### src/rtl/mc_ctrl_pkg.sv
// Shared encodings for the multi-cycle MIPS control unit and its datapath:
// state encoding, opcode/funct constants and mux/ALU select encodings.
package mc_ctrl_pkg;

  typedef enum logic [2:0] {
    ST_IF0 = 3'd0,
    ST_IF1 = 3'd1,
    ST_DCD = 3'd2,
    ST_EXE = 3'd3,
    ST_MEM = 3'd4,
    ST_WB  = 3'd5
  } state_t;

  // Opcodes (IR[31:26])
  localparam logic [5:0] OP_RTYPE = 6'b000000;
  localparam logic [5:0] OP_ORI   = 6'b001101;
  localparam logic [5:0] OP_ADDIU = 6'b001001;
  localparam logic [5:0] OP_LUI   = 6'b001111;
  localparam logic [5:0] OP_LW    = 6'b100011;
  localparam logic [5:0] OP_SW    = 6'b101011;
  localparam logic [5:0] OP_BEQ   = 6'b000100;
  localparam logic [5:0] OP_J     = 6'b000010;
  localparam logic [5:0] OP_JAL   = 6'b000011;

  // R-type function codes (IR[5:0])
  localparam logic [5:0] FUNCT_ADDU = 6'b100001;
  localparam logic [5:0] FUNCT_SUBU = 6'b100011;
  localparam logic [5:0] FUNCT_AND  = 6'b100100;
  localparam logic [5:0] FUNCT_OR   = 6'b100101;
  localparam logic [5:0] FUNCT_SLT  = 6'b101010;

  // ALU operation select
  localparam logic [3:0] ALU_ADD = 4'b0000;
  localparam logic [3:0] ALU_SUB = 4'b0001;
  localparam logic [3:0] ALU_AND = 4'b0010;
  localparam logic [3:0] ALU_OR  = 4'b0011;
  localparam logic [3:0] ALU_SLT = 4'b0100;

  // Next-PC select
  localparam logic [1:0] NPC_PC4 = 2'b00;
  localparam logic [1:0] NPC_BEQ = 2'b01;
  localparam logic [1:0] NPC_JMP = 2'b10;

  // Immediate extension select
  localparam logic [1:0] EXT_ZERO = 2'b00;
  localparam logic [1:0] EXT_SIGN = 2'b01;
  localparam logic [1:0] EXT_LUI  = 2'b10;

  // Register-file write data select
  localparam logic [1:0] DSEL_PC = 2'b00;
  localparam logic [1:0] DSEL_DL = 2'b01;
  localparam logic [1:0] DSEL_DM = 2'b10;

  // Register-file write address select
  localparam logic [1:0] RSEL_RD = 2'b00;
  localparam logic [1:0] RSEL_RT = 2'b01;
  localparam logic [1:0] RSEL_RA = 2'b10;

  // One-hot instruction class produced by the decoder
  typedef struct packed {
    logic rtype;
    logic ori;
    logic addiu;
    logic lui;
    logic lw;
    logic sw;
    logic beq;
    logic j;
    logic jal;
    logic illegal;
  } insn_class_t;

endpackage

### src/rtl/mc_ctrl_fsm_if.sv
// Control bus between the multi-cycle controller and the datapath.
// master = controller (drives enables/selects), slave = datapath (drives IR fields and zero).
interface mc_ctrl_fsm_if;
  import mc_ctrl_pkg::*;

  logic [5:0] op;
  logic [5:0] funct;
  logic       zero;
  logic       PCWr;
  logic [1:0] npcop;
  logic       IRWr;
  logic       RFWr;
  logic [1:0] R_sel;
  logic [1:0] D_sel;
  logic       sel;
  logic [1:0] extop;
  logic [3:0] aluop;
  logic       wren;
  logic       ill;

  modport master (
    input  op, funct, zero,
    output PCWr, npcop, IRWr, RFWr, R_sel, D_sel, sel, extop, aluop, wren, ill
  );

  modport slave (
    output op, funct, zero,
    input  PCWr, npcop, IRWr, RFWr, R_sel, D_sel, sel, extop, aluop, wren, ill
  );

endinterface

### src/rtl/mc_ctrl_decode.sv
// Combinational op/funct decode into a one-hot instruction class plus the ALU
// operation that class uses in EXE. Unknown op or R-type funct flags illegal.
module mc_ctrl_decode
  import mc_ctrl_pkg::*;
(
  input  logic [5:0]  op,
  input  logic [5:0]  funct,
  output insn_class_t cls,
  output logic [3:0]  aluop
);

  // Classify the instruction and pick its ALU operation
  always_comb begin
    cls   = '0;
    aluop = ALU_ADD;
    case (op)
      OP_RTYPE: begin
        cls.rtype = 1'b1;
        case (funct)
          FUNCT_ADDU: aluop = ALU_ADD;
          FUNCT_SUBU: aluop = ALU_SUB;
          FUNCT_AND:  aluop = ALU_AND;
          FUNCT_OR:   aluop = ALU_OR;
          FUNCT_SLT:  aluop = ALU_SLT;
          default: begin
            cls.rtype   = 1'b0;
            cls.illegal = 1'b1;
          end
        endcase
      end
      OP_ORI:   begin cls.ori   = 1'b1; aluop = ALU_OR;  end
      OP_ADDIU: begin cls.addiu = 1'b1; aluop = ALU_ADD; end
      OP_LUI:   begin cls.lui   = 1'b1; aluop = ALU_ADD; end
      OP_LW:    begin cls.lw    = 1'b1; aluop = ALU_ADD; end
      OP_SW:    begin cls.sw    = 1'b1; aluop = ALU_ADD; end
      OP_BEQ:   begin cls.beq   = 1'b1; aluop = ALU_SUB; end
      OP_J:     cls.j   = 1'b1;
      OP_JAL:   cls.jal = 1'b1;
      default:  cls.illegal = 1'b1;
    endcase
  end

endmodule

### src/rtl/mc_ctrl_fsm.sv
// Multi-cycle control FSM for the single-bus MIPS datapath.
// Outputs are decoded from the current state, instruction class and zero so
// that beq can commit its branch in the same EXE cycle the ALU compares.
// Reset drops straight to IF0, where every enable is low, so any pending
// PC/RF/DM write of an interrupted instruction is discarded.
module mc_ctrl_fsm
  import mc_ctrl_pkg::*;
(
  input  logic          clk,
  input  logic          rst,
  mc_ctrl_fsm_if.master ctrl
);

  state_t      state_r;
  insn_class_t cls_s;
  logic [3:0]  dec_alu_s;

  logic       pcwr_s;
  logic [1:0] npcop_s;
  logic       irwr_s;
  logic       rfwr_s;
  logic [1:0] r_sel_s;
  logic [1:0] d_sel_s;
  logic       sel_s;
  logic [1:0] extop_s;
  logic [3:0] aluop_s;
  logic       wren_s;
  logic       ill_s;

  mc_ctrl_decode u_decode (
    .op    (ctrl.op),
    .funct (ctrl.funct),
    .cls   (cls_s),
    .aluop (dec_alu_s)
  );

  // State sequencing through fetch, decode, execute, memory and write-back
  always_ff @(posedge clk or posedge rst) begin
    if (rst) begin
      state_r <= ST_IF0;
    end else begin
      case (state_r)
        ST_IF0: state_r <= ST_IF1;
        ST_IF1: state_r <= ST_DCD;
        ST_DCD: begin
          if (cls_s.j || cls_s.jal || cls_s.illegal) begin
            state_r <= ST_IF0;
          end else begin
            state_r <= ST_EXE;
          end
        end
        ST_EXE: begin
          if (cls_s.lw || cls_s.sw) begin
            state_r <= ST_MEM;
          end else if (cls_s.beq) begin
            state_r <= ST_IF0;
          end else begin
            state_r <= ST_WB;
          end
        end
        ST_MEM: begin
          if (cls_s.lw) begin
            state_r <= ST_WB;
          end else begin
            state_r <= ST_IF0;
          end
        end
        ST_WB:   state_r <= ST_IF0;
        default: state_r <= ST_IF0;
      endcase
    end
  end

  // Datapath enables and selects for the current state
  always_comb begin
    pcwr_s  = 1'b0;
    npcop_s = NPC_PC4;
    irwr_s  = 1'b0;
    rfwr_s  = 1'b0;
    r_sel_s = RSEL_RD;
    d_sel_s = DSEL_PC;
    sel_s   = 1'b0;
    extop_s = EXT_ZERO;
    aluop_s = ALU_ADD;
    wren_s  = 1'b0;
    ill_s   = 1'b0;
    case (state_r)
      ST_IF0: begin
        irwr_s = 1'b0;
      end
      ST_IF1: begin
        irwr_s  = 1'b1;
        pcwr_s  = 1'b1;
        npcop_s = NPC_PC4;
      end
      ST_DCD: begin
        if (cls_s.j || cls_s.jal) begin
          pcwr_s  = 1'b1;
          npcop_s = NPC_JMP;
          // jal links the already-incremented PC on the same edge as the jump
          rfwr_s  = cls_s.jal;
          r_sel_s = cls_s.jal ? RSEL_RA : RSEL_RD;
          d_sel_s = DSEL_PC;
        end else if (cls_s.illegal) begin
          ill_s = 1'b1;
        end else begin
          ill_s = 1'b0;
        end
      end
      ST_EXE: begin
        aluop_s = dec_alu_s;
        if (cls_s.rtype) begin
          sel_s = 1'b0;
        end else if (cls_s.ori) begin
          sel_s   = 1'b1;
          extop_s = EXT_ZERO;
        end else if (cls_s.lui) begin
          sel_s   = 1'b1;
          extop_s = EXT_LUI;
        end else if (cls_s.addiu || cls_s.lw || cls_s.sw) begin
          sel_s   = 1'b1;
          extop_s = EXT_SIGN;
        end else if (cls_s.beq) begin
          sel_s   = 1'b0;
          pcwr_s  = ctrl.zero;
          npcop_s = NPC_BEQ;
        end else begin
          sel_s = 1'b0;
        end
      end
      ST_MEM: begin
        // Keep the address path stable while DM is accessed
        sel_s   = 1'b1;
        extop_s = EXT_SIGN;
        if (cls_s.sw) begin
          wren_s = 1'b1;
        end else begin
          wren_s = 1'b0;
        end
      end
      ST_WB: begin
        rfwr_s = 1'b1;
        if (cls_s.rtype) begin
          r_sel_s = RSEL_RD;
          d_sel_s = DSEL_DL;
        end else if (cls_s.lw) begin
          r_sel_s = RSEL_RT;
          d_sel_s = DSEL_DM;
        end else if (cls_s.ori || cls_s.addiu || cls_s.lui) begin
          r_sel_s = RSEL_RT;
          d_sel_s = DSEL_DL;
        end else begin
          rfwr_s = 1'b0;
        end
      end
      default: begin
        irwr_s = 1'b0;
      end
    endcase
  end

  assign ctrl.PCWr  = pcwr_s;
  assign ctrl.npcop = npcop_s;
  assign ctrl.IRWr  = irwr_s;
  assign ctrl.RFWr  = rfwr_s;
  assign ctrl.R_sel = r_sel_s;
  assign ctrl.D_sel = d_sel_s;
  assign ctrl.sel   = sel_s;
  assign ctrl.extop = extop_s;
  assign ctrl.aluop = aluop_s;
  assign ctrl.wren  = wren_s;
  assign ctrl.ill   = ill_s;

endmodule

### src/flat_wrapper.sv
// flat-port wrapper written by rule: the top's interface ports become plain ports
module mc_ctrl_fsm_flat import mc_ctrl_pkg::*;
  (clk, rst, ctrl_op, ctrl_funct, ctrl_zero, ctrl_PCWr, ctrl_npcop, ctrl_IRWr, ctrl_RFWr, ctrl_R_sel, ctrl_D_sel, ctrl_sel, ctrl_extop, ctrl_aluop, ctrl_wren, ctrl_ill);
  mc_ctrl_fsm_if ctrl_i ();
  input  logic clk;
  input  logic rst;
  input wire logic [$bits(ctrl_i.op)-1:0] ctrl_op;
  input wire logic [$bits(ctrl_i.funct)-1:0] ctrl_funct;
  input wire logic [$bits(ctrl_i.zero)-1:0] ctrl_zero;
  output wire logic [$bits(ctrl_i.PCWr)-1:0] ctrl_PCWr;
  output wire logic [$bits(ctrl_i.npcop)-1:0] ctrl_npcop;
  output wire logic [$bits(ctrl_i.IRWr)-1:0] ctrl_IRWr;
  output wire logic [$bits(ctrl_i.RFWr)-1:0] ctrl_RFWr;
  output wire logic [$bits(ctrl_i.R_sel)-1:0] ctrl_R_sel;
  output wire logic [$bits(ctrl_i.D_sel)-1:0] ctrl_D_sel;
  output wire logic [$bits(ctrl_i.sel)-1:0] ctrl_sel;
  output wire logic [$bits(ctrl_i.extop)-1:0] ctrl_extop;
  output wire logic [$bits(ctrl_i.aluop)-1:0] ctrl_aluop;
  output wire logic [$bits(ctrl_i.wren)-1:0] ctrl_wren;
  output wire logic [$bits(ctrl_i.ill)-1:0] ctrl_ill;
  assign ctrl_i.op = ctrl_op;
  assign ctrl_i.funct = ctrl_funct;
  assign ctrl_i.zero = ctrl_zero;
  assign ctrl_PCWr = ctrl_i.PCWr;
  assign ctrl_npcop = ctrl_i.npcop;
  assign ctrl_IRWr = ctrl_i.IRWr;
  assign ctrl_RFWr = ctrl_i.RFWr;
  assign ctrl_R_sel = ctrl_i.R_sel;
  assign ctrl_D_sel = ctrl_i.D_sel;
  assign ctrl_sel = ctrl_i.sel;
  assign ctrl_extop = ctrl_i.extop;
  assign ctrl_aluop = ctrl_i.aluop;
  assign ctrl_wren = ctrl_i.wren;
  assign ctrl_ill = ctrl_i.ill;
  mc_ctrl_fsm u_core (.clk(clk), .rst(rst), .ctrl(ctrl_i));
endmodule
### config.mk
export PLATFORM = sky130hd
export DESIGN_NAME = mc_ctrl_fsm_flat
export DESIGN_NICKNAME = d
export VERILOG_FILES = /design/src/rtl/mc_ctrl_pkg.sv /design/src/rtl/mc_ctrl_fsm_if.sv /design/src/rtl/mc_ctrl_decode.sv /design/src/rtl/mc_ctrl_fsm.sv /design/src/flat_wrapper.sv
export SDC_FILE = /design/constraint.sdc
export NUM_CORES = 1
export LEC_CHECK = 0
export BUFFER_PORTS_ARGS = -buffer_cell sky130_fd_sc_hd__clkbuf_2
export CAP_MARGIN = 30
export CELL_PAD_IN_SITES_DETAIL_PLACEMENT = 1
export CELL_PAD_IN_SITES_GLOBAL_PLACEMENT = 1
export CORE_ASPECT_RATIO = 1.1
export CORE_MARGIN = 1.5
export CORE_UTILIZATION = 30
export CTS_CLUSTER_SIZE = 40
export DETAILED_ROUTE_END_ITERATION = 8
export HOLD_SLACK_MARGIN = 0.1
export PLACE_DENSITY_LB_ADDON = 0.12
export SLEW_MARGIN = 5
export SYNTH_ARGS = -nofsm -noshare
export SYNTH_HDL_FRONTEND = slang
export SYNTH_SLANG_ARGS = --single-unit
### constraint.sdc
create_clock -name clk -period 4.85 [get_ports clk]
set_clock_uncertainty 0.15 [all_clocks]
set_input_delay 0.485 -clock clk [delete_from_list [all_inputs] [get_ports clk]]
set_output_delay 0.485 -clock clk [all_outputs]
set_load 0.1 [all_outputs]
==> impl_metrics.tcl <==
set metrics [dict create \
    place_congestion 0.7891 \
    status "finished, final reports clean" \
    hold_slack_ns 0.4976 \
    yosysSeqAreaShare 0.1277 \
    largest_reg_flops 3 \
    swShare 0.6412 \
    routedWlPerCell_um 12.55 \
    min_period_ns 2.875 \
    post-cts-setup-buffers 0 \
    dp_hpwl_um 1502 \
    critPathKind "in2out" \
    initial_core_util 0.3228 \
    grt_max_degree 15 \
    end_kind "output pin" \
    clock_latency_ns 0.23 \
    wl_met1_um 793 \
    regMostFlops "u_core.state_r" \
    synth-warning-count 0 \
    top_regs "u_core.state_r: 3 flops" \
    startpoint_type "primary input" \
    clkTransAtPathRegs_ns 0.04 \
    ys_async_sr_fraction 1.000 \
    p_leak_nw 0.3783 \
    min_period_over_period 0.5928 \
    pin_count 33 \
    max_cap_violations 0 \
    grt_pass1_vias 713 \
    drtIter0Drc 11 \
    dr.pass1.iters 4 \
    viasPerCell 5.131 \
    syn_area_um2 588.1 \
    num-fill-cells 253 \
    p_seq_frac 0.164 \
    synth_top_cell_area_share 0.1277 \
    hold_path_class "in2async" \
    synthFlopType "dfrtp_1" \
    grt-ovfl-total 0 \
    setup_violations 0 \
    layout_commonest_cell "clkbuf_2" \
    rows 16 \
    postSynthCellCount 86 \
    drive_above_1_share 0.3559 \
    io_buffer_count 31 \
    wl_met2_um 949 \
    crit_arrival_ns 2.24 \
    wl_um 1820 \
    ctsHtreeMaxLevel 1 \
    synth_area_leader_cell "dfrtp_1" \
    switching_power_w 0.0002150 \
    path_max_fanout 10 \
    synth_area_per_cell_um2 6.838 \
    top_layer_used "met4" \
    required_ns 4.22 \
    peakVddDrop_mv 0.1741 \
    max_slew_margin 0.6392 \
    placed_area_um2 750.7 \
    final_nets 134 \
    ant_nets 0 \
    power_w 0.0003353 \
    mostFrequentLayoutCells "clkbuf_2 (31), nor2_1 (12), nand2_1 (9), nand2b_1 (5)" \
    core_mm2 0.001822 \
    synth-edff-count 0 \
    synth_area_leaders "dfrtp_1 (13%), nor2_1 (7.7%), nand2_1 (5.7%)" \
    tritoncts "done" \
    max_freq_mhz 347.8 \
    powerDensity_mw_per_mm2 426.0 \
    multi_input_area_um2 471.7 \
    setup_tns_ns 0 \
    grt_usage 0.1831 \
    cts_buffer_depth 2 \
    p_int_w 0.0001203 \
    cts_made_buffers 3 \
    route.detailed.drc 0 \
    die_x_um 45.22 \
    area_delta_synth_final_pct 33.83 \
    vias 744 \
    yosys_register_bits 3 \
    ys_types 42 \
    n_antenna_cell 0 \
    clock_sinks 3 \
    die_h_um 49.44 \
    slew_viol_final 0 \
    cts_root_buffer "clkbuf_4" \
    die-area_mm2 0.002235 \
    fin_area_um2 787.0 \
    seqCellArea_um2 75.07 \
    p_comb_frac 0.706 \
    tightest_slew_ns 0.5435 \
    rsz0062_at_grt "no" \
    antenna_found_initial 0 \
    clockPowerShare 0.130 \
    grt_pass1_wl_um 3098 \
    route.met3.wl_um 63 \
    hold_viol 0 \
    synth_nets 101 \
]
==> per-layer routing <==
metal | GRT usage | vias up
li1 | - | 372
met1 | 0.2362 | 348
met2 | 0.2976 | 22
met3 | 0.02222 | 2
met4 | 0.07353 | 0
met5 | 0 | -
==> power groups by stage <==
stage | combinational [W] | clock [W] | sequential (W)
3_5_place_dp | 0.000237 | 0 | 0.0000554
3_3_place_gp | 0.000236 | 0 | 0.0000549
4_1_cts | 0.000238 | 0.0000463 | 0.0000551
2_1_floorplan | 0.000203 | 0 | 0.0000492
6_report | 0.000237 | 0.0000436 | 0.0000550
5_1_grt | 0.000252 | 0.0000470 | 0.0000591
==> cells in the mapped netlist (all sizes together), types with 2 or more instances <==
| master | number |
|---|---|
| dfrtp | 3 |
| a31oi | 2 |
| nor3 | 5 |
| clkbuf | 2 |
| buf | 2 |
| or3 | 3 |
| o21ai | 4 |
| nor3b | 2 |
| nor2 | 12 |
| and3 | 3 |
| and2 | 3 |
| a21oi | 4 |
| nand2 | 9 |
| inv | 4 |
| or2 | 3 |
| nand2b | 5 |
==> repair_timing <==
action	4_1_cts	5_1_grt
resized for setup	0	0
endpoints found under the hold margin	3	0
hold buffers	1	0
==> metrics by stage <==
step,util,std cells,setup slack (ns)
2_1_floorplan,-,86,1.085
5_1_grt,0.4320,145,1.862
4_1_cts,0.4320,145,1.963
3_5_place_dp,0.4121,140,1.977
6_report,0.4320,145,1.975
3_3_place_gp,0.4121,140,2.010
==> worst max-delay path, cell delays in order <==
cell and delay [ns]:
clkbuf_2 0.16, nor4b_1 0.41, and2_1 0.29, a21boi_1 0.09, mux2_2 0.26, nor2_1 0.08
clkbuf_2 0.46
==> path summary, 6_finish.rpt <==
path / start / end / slack, ns / cells past startpoint
worst max-delay path: ctrl_op[0] / ctrl_PCWr / 1.97 / 7
worst min-delay path: rst / u_core.state_r[1]$_DFF_PP0_ / 0.50 / 3
worst max register to register: u_core.state_r[1]$_DFF_PP0_ / u_core.state_r[0]$_DFF_PP0_ / 3.51 / 4
worst min register to register: u_core.state_r[2]$_DFF_PP0_ / u_core.state_r[0]$_DFF_PP0_ / 0.60 / 2
max in group asynchronous: rst / u_core.state_r[0]$_DFF_PP0_ / 3.92 / 3
min in group clk: ctrl_op[3] / u_core.state_r[2]$_DFF_PP0_ / 0.54 / 2
==> area by class of cell <==
cell class                 instances  share of cell area
sequential                         3             0.09539
multi-input combinational         75              0.5994
inverter                           4             0.01908
tap                               27             0.04293
timing repair buffer              32              0.2099
clock buffer                       4             0.03339
==> kinds of logic (layout without fill, tap and decap cells) <==
kind of cell,count (synthesis),after routing,share of synthesized area
buf+inv,8,40,0.07021
xor+xnor,1,1,0.01490
simple gates,55,55,0.5532
flops,3,3,0.1277
compound gates,16,16,0.1915
other cells,1,1,0.006377
mux,2,2,0.03617
No activity file was read; power rests on OpenSTA's default activity.
